### config.mk
export PLATFORM = sky130hd
export DESIGN_NAME = pipe_stage_elastic
export DESIGN_NICKNAME = d
export VERILOG_FILES = /design/src/rtl/pipe_stage_elastic_pkg.sv /design/src/rtl/pipe_slot.sv /design/src/rtl/pipe_stage_elastic.sv
export SDC_FILE = /design/constraint.sdc
export NUM_CORES = 1
export LEC_CHECK = 0
export BUFFER_PORTS_ARGS = -buffer_cell sky130_fd_sc_hd__buf_2
export CORE_ASPECT_RATIO = 1.4
export CORE_MARGIN = 2
export CORE_UTILIZATION = 45
export CTS_BUF_LIST = sky130_fd_sc_hd__clkbuf_2 sky130_fd_sc_hd__clkbuf_4 sky130_fd_sc_hd__clkbuf_8
export CTS_CLUSTER_DIAMETER = 120
export DETAILED_ROUTE_END_ITERATION = 6
export GPL_TIMING_DRIVEN = 1
export PLACE_DENSITY_LB_ADDON = 0.08
export SLEW_MARGIN = 20
export SYNTH_ARGS = -nofsm -noshare
export SYNTH_HDL_FRONTEND = slang
export SYNTH_SLANG_ARGS = --single-unit
### constraint.sdc
create_clock -name CLK -period 4.35 [get_ports CLK]
set_clock_uncertainty 0.05 [all_clocks]
set_input_delay 0.87 -clock CLK [delete_from_list [all_inputs] [get_ports CLK]]
set_output_delay 0.87 -clock CLK [all_outputs]
set_load 0.01 [all_outputs]
### src/rtl/pipe_stage_elastic_pkg.sv
// pipe_stage_elastic_pkg: shared occupancy encoding and per-stage field widths and safe control values
package pipe_stage_elastic_pkg;

    typedef enum logic [1:0] {
        OCC_EMPTY = 2'd0,
        OCC_ONE   = 2'd1,
        OCC_FULL  = 2'd2
    } stage_occ_t;

    // MEM/WB carries {REG_W_En, Result_Src_Sel[2:0]} and RD + Data_Out_Ext + ALU_Out + PC_Plus_4
    localparam int                      MEMWB_CTRL_W    = 4;
    localparam int                      MEMWB_DATA_W    = 101;
    // Safe value keeps REG_W_En (and any memory write enable) deasserted
    localparam logic [MEMWB_CTRL_W-1:0] MEMWB_SAFE_CTRL = '0;

endpackage

### src/rtl/pipe_slot.sv
// pipe_slot: one {valid, ctrl, data} entry with load, clear-to-safe and hold
module pipe_slot #(
    parameter int                CTRL_W    = 4,
    parameter int                DATA_W    = 101,
    parameter logic [CTRL_W-1:0] SAFE_CTRL = '0
) (
    input  logic              CLK,
    input  logic              RST,
    input  logic              load_i,
    input  logic              clear_i,
    input  logic [CTRL_W-1:0] ctrl_i,
    input  logic [DATA_W-1:0] data_i,
    output logic              valid_o,
    output logic [CTRL_W-1:0] ctrl_o,
    output logic [DATA_W-1:0] data_o
);

    logic              valid_q;
    logic [CTRL_W-1:0] ctrl_q;
    logic [DATA_W-1:0] data_q;

    // Clear wins over load; clearing keeps stale data but forces ctrl to the safe value
    always_ff @(posedge CLK) begin
        if (RST) begin
            valid_q <= 1'b0;
            ctrl_q  <= SAFE_CTRL;
            data_q  <= '0;
        end else if (clear_i) begin
            valid_q <= 1'b0;
            ctrl_q  <= SAFE_CTRL;
        end else if (load_i) begin
            valid_q <= 1'b1;
            ctrl_q  <= ctrl_i;
            data_q  <= data_i;
        end
    end

    assign valid_o = valid_q;
    assign ctrl_o  = ctrl_q;
    assign data_o  = data_q;

endmodule

### src/rtl/pipe_stage_elastic.sv
// pipe_stage_elastic: elastic pipeline stage register with 2-entry skid buffer and synchronous flush
module pipe_stage_elastic
    import pipe_stage_elastic_pkg::*;
#(
    parameter int                CTRL_W    = MEMWB_CTRL_W,
    parameter int                DATA_W    = MEMWB_DATA_W,
    parameter logic [CTRL_W-1:0] SAFE_CTRL = '0
) (
    input  logic              CLK,
    input  logic              RST,
    input  logic              Flush,
    input  logic              Valid_In,
    output logic              Ready_Out,
    input  logic [CTRL_W-1:0] Ctrl_In,
    input  logic [DATA_W-1:0] Data_In,
    output logic              Valid_Out,
    input  logic              Ready_In,
    output logic [CTRL_W-1:0] Ctrl_Out,
    output logic [DATA_W-1:0] Data_Out,
    output logic [1:0]        Occupancy
);

    stage_occ_t        state_q, state_d;
    logic              ready_q;
    logic              push, pop;
    logic              main_load, main_clr, main_from_skid, skid_load, skid_clr;
    logic              skid_valid;
    logic [CTRL_W-1:0] skid_ctrl;
    logic [DATA_W-1:0] skid_data;

    assign push = Valid_In & ready_q;
    assign pop  = Valid_Out & Ready_In;

    // Next occupancy and slot controls; Flush overrides any push/pop
    always_comb begin
        state_d        = state_q;
        main_load      = 1'b0;
        main_clr       = 1'b0;
        main_from_skid = 1'b0;
        skid_load      = 1'b0;
        skid_clr       = 1'b0;
        if (Flush) begin
            state_d  = OCC_EMPTY;
            main_clr = 1'b1;
            skid_clr = 1'b1;
        end else begin
            case (state_q)
                OCC_EMPTY: begin
                    if (push) begin
                        state_d   = OCC_ONE;
                        main_load = 1'b1;
                    end
                end
                OCC_ONE: begin
                    if (push && pop) begin
                        main_load = 1'b1;
                    end else if (push) begin
                        state_d   = OCC_FULL;
                        skid_load = 1'b1;
                    end else if (pop) begin
                        state_d  = OCC_EMPTY;
                        main_clr = 1'b1;
                    end
                end
                OCC_FULL: begin
                    if (pop && skid_valid) begin
                        state_d        = OCC_ONE;
                        main_load      = 1'b1;
                        main_from_skid = 1'b1;
                        skid_clr       = 1'b1;
                    end
                end
                default: state_d = OCC_EMPTY;
            endcase
        end
    end

    // Occupancy register and registered ready derived from next occupancy, never from Ready_In
    always_ff @(posedge CLK) begin
        if (RST) begin
            state_q <= OCC_EMPTY;
            ready_q <= 1'b1;
        end else begin
            state_q <= state_d;
            ready_q <= (state_d != OCC_FULL);
        end
    end

    pipe_slot #(.CTRL_W(CTRL_W), .DATA_W(DATA_W), .SAFE_CTRL(SAFE_CTRL)) u_main (
        .CLK     (CLK),
        .RST     (RST),
        .load_i  (main_load),
        .clear_i (main_clr),
        .ctrl_i  (main_from_skid ? skid_ctrl : Ctrl_In),
        .data_i  (main_from_skid ? skid_data : Data_In),
        .valid_o (Valid_Out),
        .ctrl_o  (Ctrl_Out),
        .data_o  (Data_Out)
    );

    pipe_slot #(.CTRL_W(CTRL_W), .DATA_W(DATA_W), .SAFE_CTRL(SAFE_CTRL)) u_skid (
        .CLK     (CLK),
        .RST     (RST),
        .load_i  (skid_load),
        .clear_i (skid_clr),
        .ctrl_i  (Ctrl_In),
        .data_i  (Data_In),
        .valid_o (skid_valid),
        .ctrl_o  (skid_ctrl),
        .data_o  (skid_data)
    );

    assign Ready_Out = ready_q;
    assign Occupancy = state_q;

endmodule

==> summary.txt, run 1 <==
Clocking
  – Hold Buf Count CTS: 0
  – Clk_lat worst skew: 520 ps
  – Clock slew at reported path FFs: 60 ps
  – CTS HTree Levels: 2
  – Longest Clk Path Bufs: 3
  – Num Clock Sinks: 215
  – CTS tree: yes
  – Setup repair bufs after CTS: 0
  – Root buf cell: clkbuf_8
  – Resize count post-CTS: 0
  – CTS buffer count: 35

Worst setup path
  – Top cell by count, worst path: buf_4
  – Worst endpoint required time: 4730 ps
  – Reg2reg start: Occupancy[1]
  – Element type at the critical path start: register
  – Critical Path, Cell by Cell: nand4_1, a211oi_4, buf_4, buf_4, o31ai_1, a21oi_1
  – Worst EP arrival: 2980 ps
  – CP max-delay cell: buf_4
  – Worst setup EP type: register
  – R2R Setup Slk: 1750 ps
  – CP Max Fanout: 63
  – R2R depth: 6
  – CP peak stage delay: 610 ps
  – End of the worst register-to-register path: u_main.data_o[93]
  – Crit Path Category: reg2reg

STA
  – Fin crit share: 0.5973
  – Fin. max-slew vios: 0
  – Min Tclk post-route: 2598 ps
  – Final setup TNS: 0 ps
  – Setup-failing EPs final: 0
  – Hold slack: 402.9 ps
  – Least-Margin Pin Slew: 920.5 ps
  – Final hold vios: 0
  – Fmax: 0.3848 GHz
  – Relative slew slack: 0.3863
  – RSZ-0062 raised after global routing: false

Synthesis
  – Post-synthesis register bit count: 215
  – Post-synth top area share: 0.5140
  – Synth Area per Inst: 8.545 um^2
  – Mapped Cells: 980
  – Post-synthesis sequential area ratio: 0.5140
  – Yosys cell types: 28
  – Yosys warning total: 0
  – Area leader, netlist: dfxtp_1
  – Syn_nets: 1090
  – Synth area leaders: dfxtp_1, a21oi_1, nand2_1
  – Synthesized area: 8374 um^2

Die
  – Core Region: 18380 um^2
  – Chip height: 165.4 um
  – Die width: 119.3 um
  – Die ar.: 19730 um^2
  – Io pins: 219
  – Starting density of the core: 0.4556
  – Row count: 59

Placed design
  – GPL Wtd Cong: 0.8123
  – Area after DPL: 9483 um^2
  – Port bufs: 218
  – Detailed Place HPWL: 13480 um

Layout
  – Area of the multi-input gates: 3636 um^2
  – FILL cells: 1755
  – Layout area overhead: 21.47%
  – Register area: 4304 um^2
  – Nets: 1255
  – Final Util: 0.5534
  – Share of post-route cells with drive strength above 1: 0.2539
  – Final Cell Area: 10170 um^2

Drt
  – DR pass1 iterations: 5
  – DRC: 0
  – Avg WL per Cell: 17.12 um
  – Final ANT Viol Nets: 0
  – Vias/cell: 5.517
  – Initial DRC Count: 565
  – Via count: 7806
  – Routed Wire Length: 24220 um

Pwr
  – Power per cell area: 416.9 nW/um^2
  – Leak pwr: 4.450 nW
  – Peak VDD IR: 0.2817 mV

GRT
  – GRT overflow: 0
  – First-pass GRT wire length: 38320 um
  – Total track usage: 0.2379
  – Largest net degree at the start of global routing: 107
  – Antenna violations before repair: 5
  – Via count of the first global-routing pass: 7455

Min path
  – Tightest Hold Check Type: reg2reg
  – Worst Min Path Start: u_skid.data_o[88]
  – Hold Path Sink: u_skid.data_o[88]
  – Hold depth: 2

Job
  – MaxCap Viol Count: 0

Outcome
  – Status: finished clean
[cell usage after synthesis, drive strengths merged]
master / instances
o21a: 1
nand3b: 3
o31ai: 101
a22oi: 105
o21ai: 1
nor3: 5
nand2b: 3
nor4: 1
clkbuf: 68
nand2: 213
nor2: 5
nand4: 2
and2: 2
o32ai: 1
and3: 1
a211oi: 5
nor2b: 1
or4: 1
inv: 2
dfxtp: 215
or2: 1
a21oi: 208
buf: 35
[state kept, by name (all words and copies together) (netlist names)]
| name | cells |
|---|---|
| Occupancy | 2 |
| u_main.ctrl_o | 4 |
| u_skid.ctrl_o | 4 |
| u_main.valid_o | 1 |
| Ready_Out | 1 |
| u_skid.valid_o | 1 |
| u_main.data_o | 101 |
| u_skid.data_o | 101 |
[cell type report]
cell class                      count  share of cell area
Timing Repair Buffer              231              0.1208
Sequential cell                   215              0.4231
Clock buffer                       57             0.06605
Antenna cell                        5            0.001230
Inverter                            2           0.0008610
Multi-Input combinational cell    660              0.3574
Clock inverter                      1           0.0004920
Tap cell                          244             0.03001
[worst max path at each step]
stage                     slack (ps)    startpoint                end
final                           1750  Occupancy[1]  u_main.data_o[93]
after floorplan                 2050      Ready_In  u_skid.data_o[50]
after CTS                       1800  Occupancy[1]  u_main.data_o[93]
after global routing            1580  Occupancy[1]  u_main.data_o[10]
after global placement          1350      Ready_In  u_main.data_o[91]
after detailed placement        1350           RST   u_main.data_o[2]
[routing by layer]
layer | up-vias | GRT usage | wire (um)
met4 | 0 | 0.08182 | 463
met1 | 3660 | 0.3031 | 10420
li1 | 3868 | - | -
met2 | 249 | 0.3921 | 11530
met5 | - | 0 | 0
met3 | 29 | 0.06319 | 1811
[layout by cell type (no fill, tap or decap)]
cell        n
a211oi_1    4
o21ai_0     1
nor2_1      5
nor3_1      4
clkbuf_8   39
nand2b_1    3
nand3b_1    3
clkbuf_4   18
a21oi_1   208
o32ai_1     1
nand4_1     2
or2_4       1
and3_1      1
buf_2     217
o31ai_1   101
a211oi_4    1
a22oi_1   105
clkinv_2    2
or4_4       1
nor3_4      1
diode_2     5
and2_4      1
buf_4      11
nor2b_1     1
inv_1       1
and2_1      1
o21a_1      1
nor4_4      1
buf_12      3
nand2_1   213
dfxtp_1   215
[cells by family (layout without fill, tap and decap cells)]
| group | after synthesis | after routing | share of synthesized area |
|---|---|---|---|
| compound gates | 422 | 422 | 0.3166 |
| flops | 215 | 215 | 0.5140 |
| simple gates | 238 | 238 | 0.1139 |
| other cells | 0 | 5 | 0 |
| buf+inv | 105 | 291 | 0.05558 |
[critical path, delay by kind of cell, from the launching register on]
family                 cells  cell delay (ps)
AOI/OAI and AO/OA          3              510
buffers and inverters      2             1190
DFF                        1              470
and+or+nand+nor            1              210
[stage by stage]
stage	total power [mW]	instances	setup WS (ps)
after floorplan	2.372	980	2046
after global placement	2.560	1352	1350
after detailed placement	2.562	1352	1349
after CTS	4.283	1410	1795
after global routing	4.417	1414	1577
final	4.241	1415	1752
[where the power goes]
group	total (mW)	leakage, nW	switching [mW]	internal [mW]
sequential	2.10	1.75	0.0477	2.06
clock	1.72	0.367	0.754	0.967
combinational	0.416	2.33	0.245	0.171
No activity file was read; power rests on OpenSTA's default activity.
==> run 2: changes to the inputs <==
--- a/config.mk
+++ b/config.mk
@@ -5,6 +5,7 @@
 export SDC_FILE = /design/constraint.sdc
 export NUM_CORES = 1
 export LEC_CHECK = 0
+export ABC_AREA = 1
 export BUFFER_PORTS_ARGS = -buffer_cell sky130_fd_sc_hd__buf_2
 export CORE_ASPECT_RATIO = 1.4
 export CORE_MARGIN = 2
==> constraint.sdc (replaced) <==
create_clock -name CLK -period 2.2 [get_ports CLK]
set_clock_uncertainty 0.05 [all_clocks]
set_input_delay 0.44 -clock CLK [delete_from_list [all_inputs] [get_ports CLK]]
set_output_delay 0.44 -clock CLK [all_outputs]
set_load 0.01 [all_outputs]
==> run 2 against run 1 <==
Critical path depth rose by 2. Non-clock buffer count increased by 11. Die area increased by 18%. Power up 110%. First-iteration DRC count grew 12%. Sequential share of layout area fell by 6.2 points. Final area increased by 17%.
==> summary.txt, run 2 <==
Layout
  – Commonest non-fill, non-tap cells in the layout: nand2_1, buf_2, dfxtp_1, nor2_1, inv_1
  – Nets: 1801
  – Layout area overhead: 19.70%
  – Final std cells w/o fill: 2014
  – FILL cells: 2254
  – Most common cell after layout, fill and taps aside: nand2_1
  – Share of post-route cells with drive strength above 1: 0.1826

Clocking
  – Setup repair bufs after CTS: 0
  – CTS buffer count: 37
  – Root buf cell: clkbuf_8
  – CTS tree: yes
  – Hold Buf Count CTS: 0
  – Resize count post-CTS: 0
  – CTS HTree Levels: 2
  – Clk_lat worst skew: 530 ps
  – Clock slew at reported path FFs: 60 ps
  – Num Clock Sinks: 215
  – Longest Clk Path Bufs: 3

Die
  – Row count: 64
  – Starting density of the core: 0.4569
  – Io pins: 219
  – Die ar.: 23340 um^2
  – Chip height: 180.0 um
  – Core Region: 21780 um^2
  – Die width: 129.7 um

Worst setup path
  – CP peak stage delay: 410 ps
  – Crit Path Category: reg2reg
  – Worst endpoint required time: 2570 ps
  – CP Max Fanout: 105
  – End of the worst register-to-register path: u_main.data_o[3]
  – Critical Path, Cell by Cell: nand2_1, nor2_4, nand2_1, nand3_1, nand2_4, buf_12, nor2_1, nor2_1
  – Worst Setup SP: u_main.valid_o
  – CP max-delay cell: dfxtp_1
  – Worst setup path end: u_main.data_o[3]
  – R2R Setup Slk: 270 ps
  – Reg2reg start: u_main.valid_o
  – R2R depth: 8
  – Element type at the critical path start: register
  – Worst EP arrival: 2310 ps
  – Worst setup EP type: register

Job
  – MaxCap Viol Count: 0

Synthesis
  – Dominant synthesized flop cell: dfxtp_1
  – Yosys warning total: 0
  – Syn_nets: 1644
  – Synth Area per Inst: 6.488 um^2
  – Post-synth top cells: nand2_1, dfxtp_1, nor2_1
  – Post-synth top area share: 0.4325
  – Mapped Cells: 1534
  – Synthesized area: 9952 um^2
  – Synth area leaders: dfxtp_1, nand2_1, nor2_1
  – Number of synthesized flops with an enable pin: 0
  – Post-synthesis sequential area ratio: 0.4325
  – Post-synthesis register bit count: 215
  – Cell with the most instances after synthesis: nand2_1
  – Yosys cell types: 18
  – Area leader, netlist: dfxtp_1
  – Post-synth ARST share: 0

Placed design
  – Detailed Place HPWL: 16460 um
  – Dpl ws: 218.7 ps
  – Cells after DPL: 1949
  – Port bufs: 218
  – GPL Wtd Cong: 0.7562

GRT
  – Largest net degree at the start of global routing: 106
  – First-pass GRT wire length: 46400 um
  – GRT overflow: 0
  – Via count of the first global-routing pass: 9365
  – Total track usage: 0.2383
  – GR Layer Usage met1: 0.3056
  – Global routing's busiest layer: met2
  – Met2 Use GR: 0.3971
  – Met3 Usage GRT: 0.05179
  – Antenna violations before repair: 5

Pwr
  – Peak VDD IR: 0.4950 mV
  – Leak pwr: 5.951 nW
  – Power per cell area: 750.4 nW/um^2

STA
  – Final hold vios: 0
  – Hold slack: 138.4 ps
  – Relative slew slack: 0.5368
  – Final worst slack: 267.1 ps
  – Fin crit share: 0.8786
  – Fmax: 0.5174 GHz
  – Least-Margin Pin Slew: 694.8 ps
  – Final setup TNS: 0 ps
  – Setup-failing EPs final: 0
  – Fin. max-slew vios: 0
  – RSZ-0062 raised after global routing: false
  – Min Tclk post-route: 1933 ps

Drt
  – Vias/cell: 4.980
  – Avg WL per Cell: 13.84 um
  – Final ANT Viol Nets: 0
  – Via count: 10030
  – DRC: 0
  – DR pass1 iterations: 5
  – Routed Wire Length: 27880 um
  – Initial DRC Count: 632

Min path
  – Tightest Hold Check Type: in2reg

Outcome
  – Status: finished clean
==> run 2: changes by cell type after synthesis, sizes merged, moves of 101 or more <==
| cell | before | now |
|---|---|---|
| nor2 | 5 | 218 |
| o31ai | 101 | 0 |
| a21oi | 208 | 107 |
| nand4 | 2 | 105 |
| nand2 | 213 | 538 |
| nand3 | 0 | 110 |
| a22oi | 105 | 0 |
| inv | 2 | 115 |
==> run 2: cell type report <==
| type | count | area [um^2] | area share |
|---|---|---|---|
| multi-input combinational | 1080 | 4641 | 0.3896 |
| sequential | 215 | 4304 | 0.3613 |
| timing repair buffer | 242 | 1399 | 0.1174 |
| clock buffer | 58 | 704.4 | 0.05913 |
| inverter | 115 | 437.9 | 0.03676 |
| tap | 297 | 371.6 | 0.03119 |
| clock inverter | 4 | 47.55 | 0.003991 |
| antenna | 3 | 7.507 | 0.0006302 |
==> run 2: worst min path at each step <==
stage | slack [ps] | cells after the start | endpoint | from
2_1_floorplan | 390 | 2 | u_skid.ctrl_o[0] | u_skid.ctrl_o[0]
5_1_grt | 130 | 3 | u_skid.data_o[32] | Data_In[32]
4_1_cts | 120 | 3 | u_skid.data_o[64] | Data_In[64]
3_3_place_gp | 400 | 2 | u_skid.data_o[64] | u_skid.data_o[64]
3_5_place_dp | 400 | 2 | u_skid.data_o[8] | u_skid.data_o[8]
6_report | 140 | 3 | u_skid.ctrl_o[0] | Ctrl_In[0]
==> run 2: cells by family after synthesis <==
logic type	share of synthesized area
buf+inv	0.1040
simple gates	0.4092
compound gates	0.05431
flops	0.4325
==> run 2: through the flow <==
stage	utilization	instance area, um^2	total power [mW]
global placement	0.5121	11150	5.264
global route	0.5467	11910	9.360
detailed placement	0.5121	11150	5.277
CTS	0.5466	11910	9.043
floorplan	-	9952	4.872
finish	0.5469	11910	8.939
==> run 2: where the power goes <==
part | switching [mW] | internal [mW] | total, mW | leakage [nW]
logic | 0.662 | 0.379 | 1.04 | 3.80
clock network | 1.61 | 2.14 | 3.75 | 0.400
registers | 0.0846 | 4.06 | 4.15 | 1.75
total | 2.36 | 6.58 | 8.94 | 5.95
==> run 2: metal layers <==
layer  part of all wire  wire (um)  up-vias
li1                   -          -     5151
met1               0.44      12300     4571
met2               0.47      13200      247
met3              0.058       1626       57
met4              0.026        716        4
met5            0.00097         27        -
==> run 2: critical path, delay by kind of cell, from the launching register on <==
kind,cells,cell delay (ps)
flip-flops,1,410
buffers and inverters,1,210
AND/OR/NAND/NOR,7,1030
==> run 3: changes to the inputs <==
--- a/config.mk
+++ b/config.mk
@@ -9,11 +9,12 @@
 export BUFFER_PORTS_ARGS = -buffer_cell sky130_fd_sc_hd__buf_2
 export CORE_ASPECT_RATIO = 1.4
 export CORE_MARGIN = 2
-export CORE_UTILIZATION = 45
+export CORE_UTILIZATION = 50
 export CTS_BUF_LIST = sky130_fd_sc_hd__clkbuf_2 sky130_fd_sc_hd__clkbuf_4 sky130_fd_sc_hd__clkbuf_8
 export CTS_CLUSTER_DIAMETER = 120
 export DETAILED_ROUTE_END_ITERATION = 6
 export GPL_TIMING_DRIVEN = 1
+export MAX_ROUTING_LAYER = met4
 export PLACE_DENSITY_LB_ADDON = 0.08
 export SLEW_MARGIN = 20
 export SYNTH_ARGS = -nofsm -noshare
==> run 3 against run 2 <==
Fmax is 10% higher. Die area is 9.7% lower. Final area is 0.89% lower. Combinational power hardly changed. Critical path type unchanged. Highest routed layer is now met4.
==> summary.txt, run 3 (synthesis results as in run 2) <==
STA
  – Relative slew slack: 0.5395
  – Fin. max-slew vios: 0
  – Setup-failing EPs final: 0
  – Fmax: 0.5715 GHz
  – Final setup TNS: 0 ps
  – Min Tclk post-route: 1750 ps
  – Final hold vios: 0
  – Fin crit share: 0.7953
  – Final worst slack: 450.3 ps
  – RSZ-0062 raised after global routing: false
  – Least-Margin Pin Slew: 690.8 ps

Pwr
  – Total chip power: 8.831 mW
  – Power per cell area: 748.0 nW/um^2
  – Leak pwr: 5.926 nW
  – Peak VDD IR: 0.4467 mV

Clocking
  – Num Clock Sinks: 215
  – Clock slew at reported path FFs: 60 ps
  – CTS HTree Levels: 2
  – Hold Buf Count CTS: 0
  – Longest Clk Path Bufs: 3
  – CTS tree: yes
  – Clk_lat worst skew: 510 ps
  – CTS buffer count: 36
  – Resize count post-CTS: 0
  – Setup repair bufs after CTS: 0
  – Root buf cell: clkbuf_8

Placed design
  – GPL Wtd Cong: 0.7866
  – Port bufs: 218
  – Dpl ws: 309.9 ps
  – Area after DPL: 11060 um^2
  – Detailed Place HPWL: 16090 um

Drt
  – DRC: 0
  – Routed Wire Length: 26970 um
  – DR pass1 iterations: 5
  – Via count: 9962
  – Final ANT Viol Nets: 0
  – Initial DRC Count: 738
  – Avg WL per Cell: 13.74 um
  – Vias/cell: 5.075

Layout
  – Final Util: 0.5996
  – Layout area overhead: 18.63%
  – Nets: 1798
  – Share of post-route cells with drive strength above 1: 0.1797
  – Final Cell Area: 11810 um^2
  – Commonest non-fill, non-tap cells in the layout: nand2_1, buf_2, dfxtp_1, nor2_1, inv_1
  – Most common cell after layout, fill and taps aside: nand2_1
  – FILL cells: 1925

Job
  – MaxCap Viol Count: 0

Die
  – Die width: 123.2 um
  – Chip height: 170.9 um
  – Io pins: 219
  – Core Region: 19690 um^2
  – Starting density of the core: 0.5054
  – Row count: 61
  – Die ar.: 21060 um^2

GRT
  – Antenna violations before repair: 3
  – GRT overflow: 0
  – Total track usage: 0.2594
  – Largest net degree at the start of global routing: 83
  – Via count of the first global-routing pass: 8991
  – First-pass GRT wire length: 43730 um

Min path
  – Hold Path Sink: u_skid.data_o[89]
  – Worst Min Path Start: Data_In[89]
  – Tightest Hold Check Type: in2reg
  – Hold depth: 3

Worst setup path
  – Crit Path Category: reg2reg
  – Worst EP arrival: 2110 ps
  – Worst endpoint required time: 2560 ps
  – Worst setup EP type: register
  – Element type at the critical path start: register
  – R2R Setup Slk: 450 ps
  – Reg2reg start: Occupancy[1]
  – R2R depth: 10
  – End of the worst register-to-register path: u_main.data_o[98]
  – CP Max Fanout: 82

Outcome
  – Status: finished clean
## run 3: metrics by stage
step,std cells,hold slack (ps)
CTS,1960,126.0
detailed placement,1902,402.3
global placement,1902,397.5
global route,1963,143.8
finish,1963,155.2
floorplan,1534,389.5
## run 3: how the worst max path moves through the flow
stage | cells past startpoint | slack, ps | to | start
2_1_floorplan | 8 | 560 | u_skid.data_o[51] | Ready_In
3_3_place_gp | 9 | 330 | u_main.data_o[83] | Ready_In
3_5_place_dp | 9 | 310 | u_main.data_o[11] | Ready_In
4_1_cts | 7 | 460 | u_main.data_o[83] | u_main.valid_o
5_1_grt | 10 | 260 | u_main.data_o[95] | Occupancy[1]
6_report | 10 | 450 | u_main.data_o[98] | Occupancy[1]
## run 3: cell type report
cell class / instances / area (um^2) / area share
diodes: 3 / 7.507 / 0.0006359
clock buffers: 58 / 742.0 / 0.06284
inverters: 115 / 437.9 / 0.03709
multi-input cells: 1080 / 4641 / 0.3931
flip-flops and latches: 215 / 4304 / 0.3646
well taps: 252 / 315.3 / 0.02671
repair buffers: 240 / 1359 / 0.1151
## run 3: routing by layer
layer	wire [um]	GRT usage	part of all wire
met2	12870	0.4238	0.48
met5	0	-	0
met3	1886	0.05400	0.070
met1	11640	0.3170	0.43
met4	574	0.08696	0.021
## run 3: power by group
part / total [mW] / switching, mW / internal, mW
Clock: 3.65 / 1.54 / 2.11
Combinational: 1.03 / 0.657 / 0.377
Sequential: 4.15 / 0.0860 / 4.06
Total: 8.83 / 2.28 / 6.55
## run 3: worst max-delay path, cell delays in order (launching register included)
cell and delay, ps:
dfxtp_1 410, inv_2 80, nand2_1 130, inv_1 80
nand2_1 70, nand3_1 110, nand2_4 140, buf_12 300
nand2_1 110, nand2_1 70, nor2_1 40
